--- config.mk ---
export PLATFORM = sky130hd
export DESIGN_NAME = data_mem_responder
export DESIGN_NICKNAME = d
export VERILOG_FILES = /design/src/rtl/data_mem_responder_pkg.sv /design/src/rtl/data_mem_responder_ram.sv /design/src/rtl/data_mem_responder.sv
export SDC_FILE = /design/constraint.sdc
export NUM_CORES = 2
export LEC_CHECK = 0
export CAP_MARGIN = 10
export CORE_ASPECT_RATIO = 0.75
export CORE_UTILIZATION = 42
export DETAILED_ROUTE_END_ITERATION = 12
export PLACE_DENSITY = 0.58
export SYNTH_ARGS = -nofsm -noshare
export SYNTH_HDL_FRONTEND = slang
export SYNTH_HIERARCHICAL = 1
export SYNTH_SLANG_ARGS = --single-unit
--- constraint.sdc ---
create_clock -name clk -period 5.3 [get_ports clk]
set_input_delay 0.795 -clock clk [delete_from_list [all_inputs] [get_ports clk]]
set_output_delay 0.795 -clock clk [all_outputs]
set_load 0.01 [all_outputs]
--- src/rtl/data_mem_responder_pkg.sv ---
// Shared types and defaults for the MEM-stage data memory responder.
// Sized by DMEM_DEPTH words, with a fixed access latency of DMEM_WAIT cycles.
package data_mem_responder_pkg;

  typedef enum logic [1:0] {
    MEM_IDLE = 2'd0,
    MEM_BUSY = 2'd1,
    MEM_RESP = 2'd2
  } mem_state_t;

  localparam int DMEM_DEPTH = 64;
  localparam int DMEM_WAIT  = 3;

endpackage

--- src/rtl/data_mem_responder_ram.sv ---
// Single-port synchronous data RAM: write on the clock edge when we=1, registered read.
// The contents are not reset.
module data_ram #(
  parameter int DATA_W = 32,
  parameter int DEPTH  = 64,
  localparam int IDX_W = $clog2(DEPTH)
) (
  input  logic              clk,
  input  logic              we,
  input  logic [IDX_W-1:0]  addr,
  input  logic [DATA_W-1:0] wdata,
  output logic [DATA_W-1:0] rdata
);

  logic [DATA_W-1:0] mem [DEPTH];
  logic [DATA_W-1:0] rdata_q;
  logic [DATA_W-1:0] rdata_d;

  always_comb begin
    rdata_d = mem[addr];
  end

  // Read returns the old word on a same-edge write; accesses are serialized, so this is never observed.
  always_ff @(posedge clk) begin
    if (we) begin
      mem[addr] <= wdata;
    end
    rdata_q <= rdata_d;
  end

  assign rdata = rdata_q;

endmodule

--- src/rtl/data_mem_responder.sv ---
// MEM-stage responder: accepts one LD/ST at a time, holds the pipeline with freeze for
// WAIT_CYCLES+1 cycles, then pulses ready for one cycle with load data in mem_rdata.
//
// Handshake: a request is the level of exactly one of MEM_R_EN/MEM_W_EN in IDLE with an
// in-range address. It is accepted in that cycle, when freeze rises combinationally.
// Request inputs are ignored until the cycle after the ready strobe.
module data_mem_responder
  import data_mem_responder_pkg::*;
#(
  parameter int DATA_W      = 32,
  parameter int ADDR_W      = 32,
  parameter int DEPTH       = DMEM_DEPTH,
  parameter int WAIT_CYCLES = DMEM_WAIT
) (
  input  logic              clk,
  input  logic              rst,
  input  logic              MEM_R_EN,
  input  logic              MEM_W_EN,
  input  logic [ADDR_W-1:0] ALU_result,
  input  logic [DATA_W-1:0] ST_value,
  output logic              freeze,
  output logic              ready,
  output logic [DATA_W-1:0] mem_rdata,
  output logic              addr_err,
  output mem_state_t        dbg_state
);

  localparam int IDX_W = $clog2(DEPTH);

  mem_state_t        state_q, state_d;
  logic [3:0]        cnt_q, cnt_d;
  logic [IDX_W-1:0]  addr_q, addr_d;
  logic [DATA_W-1:0] wdata_q, wdata_d;
  logic              is_wr_q, is_wr_d;
  logic [DATA_W-1:0] rdata_q, rdata_d;
  logic              err_q, err_d;

  logic [ADDR_W-3:0] word_idx;
  logic              in_range;
  logic              one_req;
  logic              any_req;
  logic              ram_we;
  logic [IDX_W-1:0]  ram_addr;
  logic [DATA_W-1:0] ram_rdata;

  assign word_idx = ALU_result[ADDR_W-1:2];
  assign in_range = word_idx < (ADDR_W-2)'(DEPTH);
  assign one_req  = MEM_R_EN ^ MEM_W_EN;
  assign any_req  = MEM_R_EN | MEM_W_EN;

  always_comb begin
    state_d = state_q;
    cnt_d   = cnt_q;
    addr_d  = addr_q;
    wdata_d = wdata_q;
    is_wr_d = is_wr_q;
    rdata_d = rdata_q;
    err_d   = 1'b0;
    freeze  = 1'b0;
    ram_we  = 1'b0;
    case (state_q)
      MEM_IDLE: begin
        if (one_req && in_range) begin
          state_d = MEM_BUSY;
          cnt_d   = 4'(WAIT_CYCLES - 1);
          addr_d  = word_idx[IDX_W-1:0];
          wdata_d = ST_value;
          is_wr_d = MEM_W_EN;
          freeze  = 1'b1;
        end else if (any_req) begin
          err_d = 1'b1;
          if (MEM_R_EN && !MEM_W_EN) begin
            rdata_d = '0;
          end
        end
      end
      MEM_BUSY: begin
        freeze = 1'b1;
        if (cnt_q == 4'd0) begin
          state_d = MEM_RESP;
          if (is_wr_q) begin
            ram_we = !rst;
          end else begin
            rdata_d = ram_rdata;
          end
        end else begin
          cnt_d = cnt_q - 4'd1;
        end
      end
      MEM_RESP: begin
        state_d = MEM_IDLE;
      end
      default: begin
        state_d = MEM_IDLE;
      end
    endcase
  end

  always_ff @(posedge clk) begin
    if (rst) begin
      state_q <= MEM_IDLE;
      cnt_q   <= 4'd0;
      addr_q  <= '0;
      wdata_q <= '0;
      is_wr_q <= 1'b0;
      rdata_q <= '0;
      err_q   <= 1'b0;
    end else begin
      state_q <= state_d;
      cnt_q   <= cnt_d;
      addr_q  <= addr_d;
      wdata_q <= wdata_d;
      is_wr_q <= is_wr_d;
      rdata_q <= rdata_d;
      err_q   <= err_d;
    end
  end

  // In IDLE the RAM is addressed by the incoming request, so read data is ready after one BUSY cycle.
  assign ram_addr = (state_q == MEM_IDLE) ? word_idx[IDX_W-1:0] : addr_q;

  data_ram #(
    .DATA_W(DATA_W),
    .DEPTH (DEPTH)
  ) u_ram (
    .clk  (clk),
    .we   (ram_we),
    .addr (ram_addr),
    .wdata(wdata_q),
    .rdata(ram_rdata)
  );

  assign ready     = (state_q == MEM_RESP);
  assign mem_rdata = rdata_q;
  assign addr_err  = err_q;
  assign dbg_state = state_q;

endmodule

==> impl_results.md <==
* Commonest cells after routing, fill and taps aside: edfxtp_1, mux2i_1, buf_4, clkbuf_16, a22oi_1
* Clock Tree Buf Depth at 3
* Final setup violation count at 0
* Area grow syn2layout at 14.8%
* Total grt overflow at 0
* Vias/cell at roughly 6
* Clk_skew at between 30 and 40 ps
* Buffers plus inverters on the worst setup path at 3
* PwrDens at 353 mW/mm2
* Setup CP Type: reg -> reg
* Most used cell, CP: buf_4
* Crit path capture type: register
* Drt initial violations at 5637
* Relative slew slack at ~18%
* Nets@finish at between 4000 and 5000
* Post-route cell area at 0.0943 mm2
* Post-CTS resize count at 0
* Max IR drop VDD at 0.343 mV
* Worst-Margin Slew at between 1000 and 1500 ps
* Core ar. at about 0.19 mm2
* CTS tree: yes
* Num ports at about 110
* Die ar. at roughly 0.2 mm2
* Clk_lat worst skew at approximately 830 ps
* Max incr delay on CP at a little under 700 ps
* Worst-path clk slew at around 60 ps
* Syn Inst Count at ~4600
* Final min period at approximately 4300 ps
* Sequential area share after synthesis at between 70% and 80%
* Wire length per cell at just under 30 um
* Syn avg cell area at 17.8 um2
* WP data arrival at between 5000 and 6000 ps
* CTS hold repair buffers at 0
* Outcome: complete, no violations
* Finished Core Util at just under 50%
* # DRC at 0
* Initial core utilization at 42.3%
* First-pass GRT wire length at around 320 mm
* Worst Hold Margin at 385 ps
* Routed Antenna Nets at 0
* Final Max Slew Viols at 0
* Family with the most delay on the worst path: simple AND/OR/NAND/NOR gates
* Distinct cells, synth at 64
* Cell Rows at 140
* Vias in the first global route at roughly 44000
* Post-Syn Area at around 0.082 mm2
* Slowest cell on crit path: nor4_1
* Crit path cell chain: nor2_1 -> buf_4 -> mux2_8 -> nor2b_2 -> buf_4 -> and3_1 -> nor4_1 -> a31oi_1 -> a2111oi_0 -> buf_4 -> nand3_1
* CTS H-Tree Depth at 4
* Chip width at roughly 510 um
* Most common cell after layout, fill and taps aside: edfxtp_1
* Layout cells sized above 1 at between 15 and 20%
* Clock buffer count from CTS at slightly below 200
* Tcrit/Tclk final at between 80% and 90%
* Root Buffer: clkbuf_16
* Critical Path RT at about 6000 ps
* GRT Util Overall at ~23%
* WL final at around 220 mm
* Port bufs at ~100
* Hold Violations, Final at 0
* RSZ-0062 raised after global routing: false
* Pin count of the biggest net entering global routing at 85
* Initial antenna violation count at 5
* Post-Route Setup TNS at 0 ps
* Maximum clock frequency at 0.231 GHz
* R2R setup slack at a little under 1000 ps
* HPWL Detailed at approximately 130 mm
* Setup Buffers After CTS at 0
* Placed cell area at approximately 0.088 mm2
* FFs w/ async S/R, synth at 0%
* Clk sinks at 2158
* Ys flop type: edfxtp_1
* Post-synthesis net count at approximately 4700
* YS warnings at 6
* Post-synth EDFFs at slightly above 2000
* Filler cell count at ~16000
* Placer Congestion at 0.820
* Min-Delay Path Class: in -> reg
* #FFs+latches synth at between 2000 and 2500
* Routed vias at roughly 46000
* Worst-path fanout max at 38
* Leak at around 35 nW
* CP startpoint kind: register
* Maxcap violations at 0
* 1st-pass router iterations at 5
* Die Ht at 385 um
==> cell families (layout without fill, tap and decap cells) <==
family | Yosys count | count (layout) | synth area share, %
and+or+nand+nor | 599 | 599 | 3.68
xor gates and xnor gates | 2 | 2 | 0.0213
muxes | 540 | 540 | 8.28
other | 0 | 6 | 0
adders and majority gates | 4 | 4 | 0.0609
buffers and inverters | 329 | 727 | 1.80
DFF | 2158 | 2158 | 77.6
AOI/OAI and AO/OA | 976 | 976 | 8.59
==> per-stage QoR <==
step	power [mW]	cells	setup slack [ps]
2_1_floorplan	19.3	4608	931
3_3_place_gp	19.7	7198	699
3_5_place_dp	19.7	7198	685
4_1_cts	33.5	7561	1090
5_1_grt	34.2	7562	860
6_report	33.3	7568	975
==> state kept, by name, summed over array words and instances, names as in the netlist <==
register     flops
addr_err         1
cnt_q            4
mem_rdata       32
u_ram/rdata     32
dbg_state        2
wdata_q         32
is_wr_q          1
addr_q           6
u_ram/mem     2048
==> path summary, 6_finish.rpt <==
kind | startpoint | end | cells after the start
worst min-delay path | rst | wdata_q[5] | 2
worst min register to register | u_ram/rdata[26] | mem_rdata[26] | 2
worst max register to register | dbg_state[0] | u_ram/rdata[26] | 11
worst max-delay path | dbg_state[0] | u_ram/rdata[26] | 11
==> area by class of cell <==
type                    instances  area, um2  share of cell area [%]
flip-flops and latches       2158      63700                    67.6
clock buffers                 264       5450                    5.78
well taps                    2556       3200                    3.39
diodes                          6       15.0                  0.0159
inverters                       6       30.0                  0.0318
repair buffers                358       3450                    3.66
multi-input cells            2121      17600                    18.7
clock inverters                99        803                   0.852
==> per-layer routing <==
| metal | vias to the layer above | global-route usage, % | part of all wire, % |
|---|---|---|---|
| met5 | - | 0 | 0.0058 |
| met4 | 2 | 6.09 | 2.2 |
| met3 | 270 | 3.55 | 8.1 |
| met2 | 1946 | 34.0 | 45 |
| met1 | 24000 | 34.3 | 45 |
| li1 | 19300 | - | - |
==> Yosys cell counts (6+ instances only) <==
cell type | number | area [um2]
a31oi_1 | 43 | 269
buf_4 | 8 | 60.1
mux2i_1 | 291 | 2910
a211oi_1 | 18 | 135
o21ai_0 | 84 | 420
a221o_1 | 15 | 150
nor2_1 | 152 | 571
buf_1 | 34 | 128
and2_1 | 7 | 43.8
and3_1 | 88 | 551
nand2_1 | 139 | 522
o2bb2ai_1 | 15 | 131
dfxtp_1 | 110 | 2200
or4b_1 | 14 | 140
a22oi_1 | 188 | 1410
a221oi_1 | 175 | 1530
o221ai_1 | 6 | 52.6
o22a_1 | 70 | 613
nor2b_1 | 9 | 56.3
nor4_1 | 18 | 113
clkbuf_1 | 185 | 694
nor3_1 | 26 | 130
buf_2 | 85 | 425
o22ai_1 | 93 | 582
a21oi_1 | 162 | 811
or4_1 | 18 | 135
edfxtp_1 | 2048 | 61500
a2111oi_0 | 15 | 131
nand2b_1 | 50 | 313
mux2_2 | 153 | 1720
nand3_1 | 55 | 275
mux4_2 | 96 | 2160
a222oi_1 | 16 | 160
a22o_1 | 66 | 578
==> report_power, final <==
group	total [mW]	leakage [nW]	switching, mW	internal, mW
clock network	13.9	3.06	6.19	7.75
registers	18.4	24.7	0.0116	18.4
logic	0.941	7.42	0.648	0.293
Power figures use the tool's default switching activity.
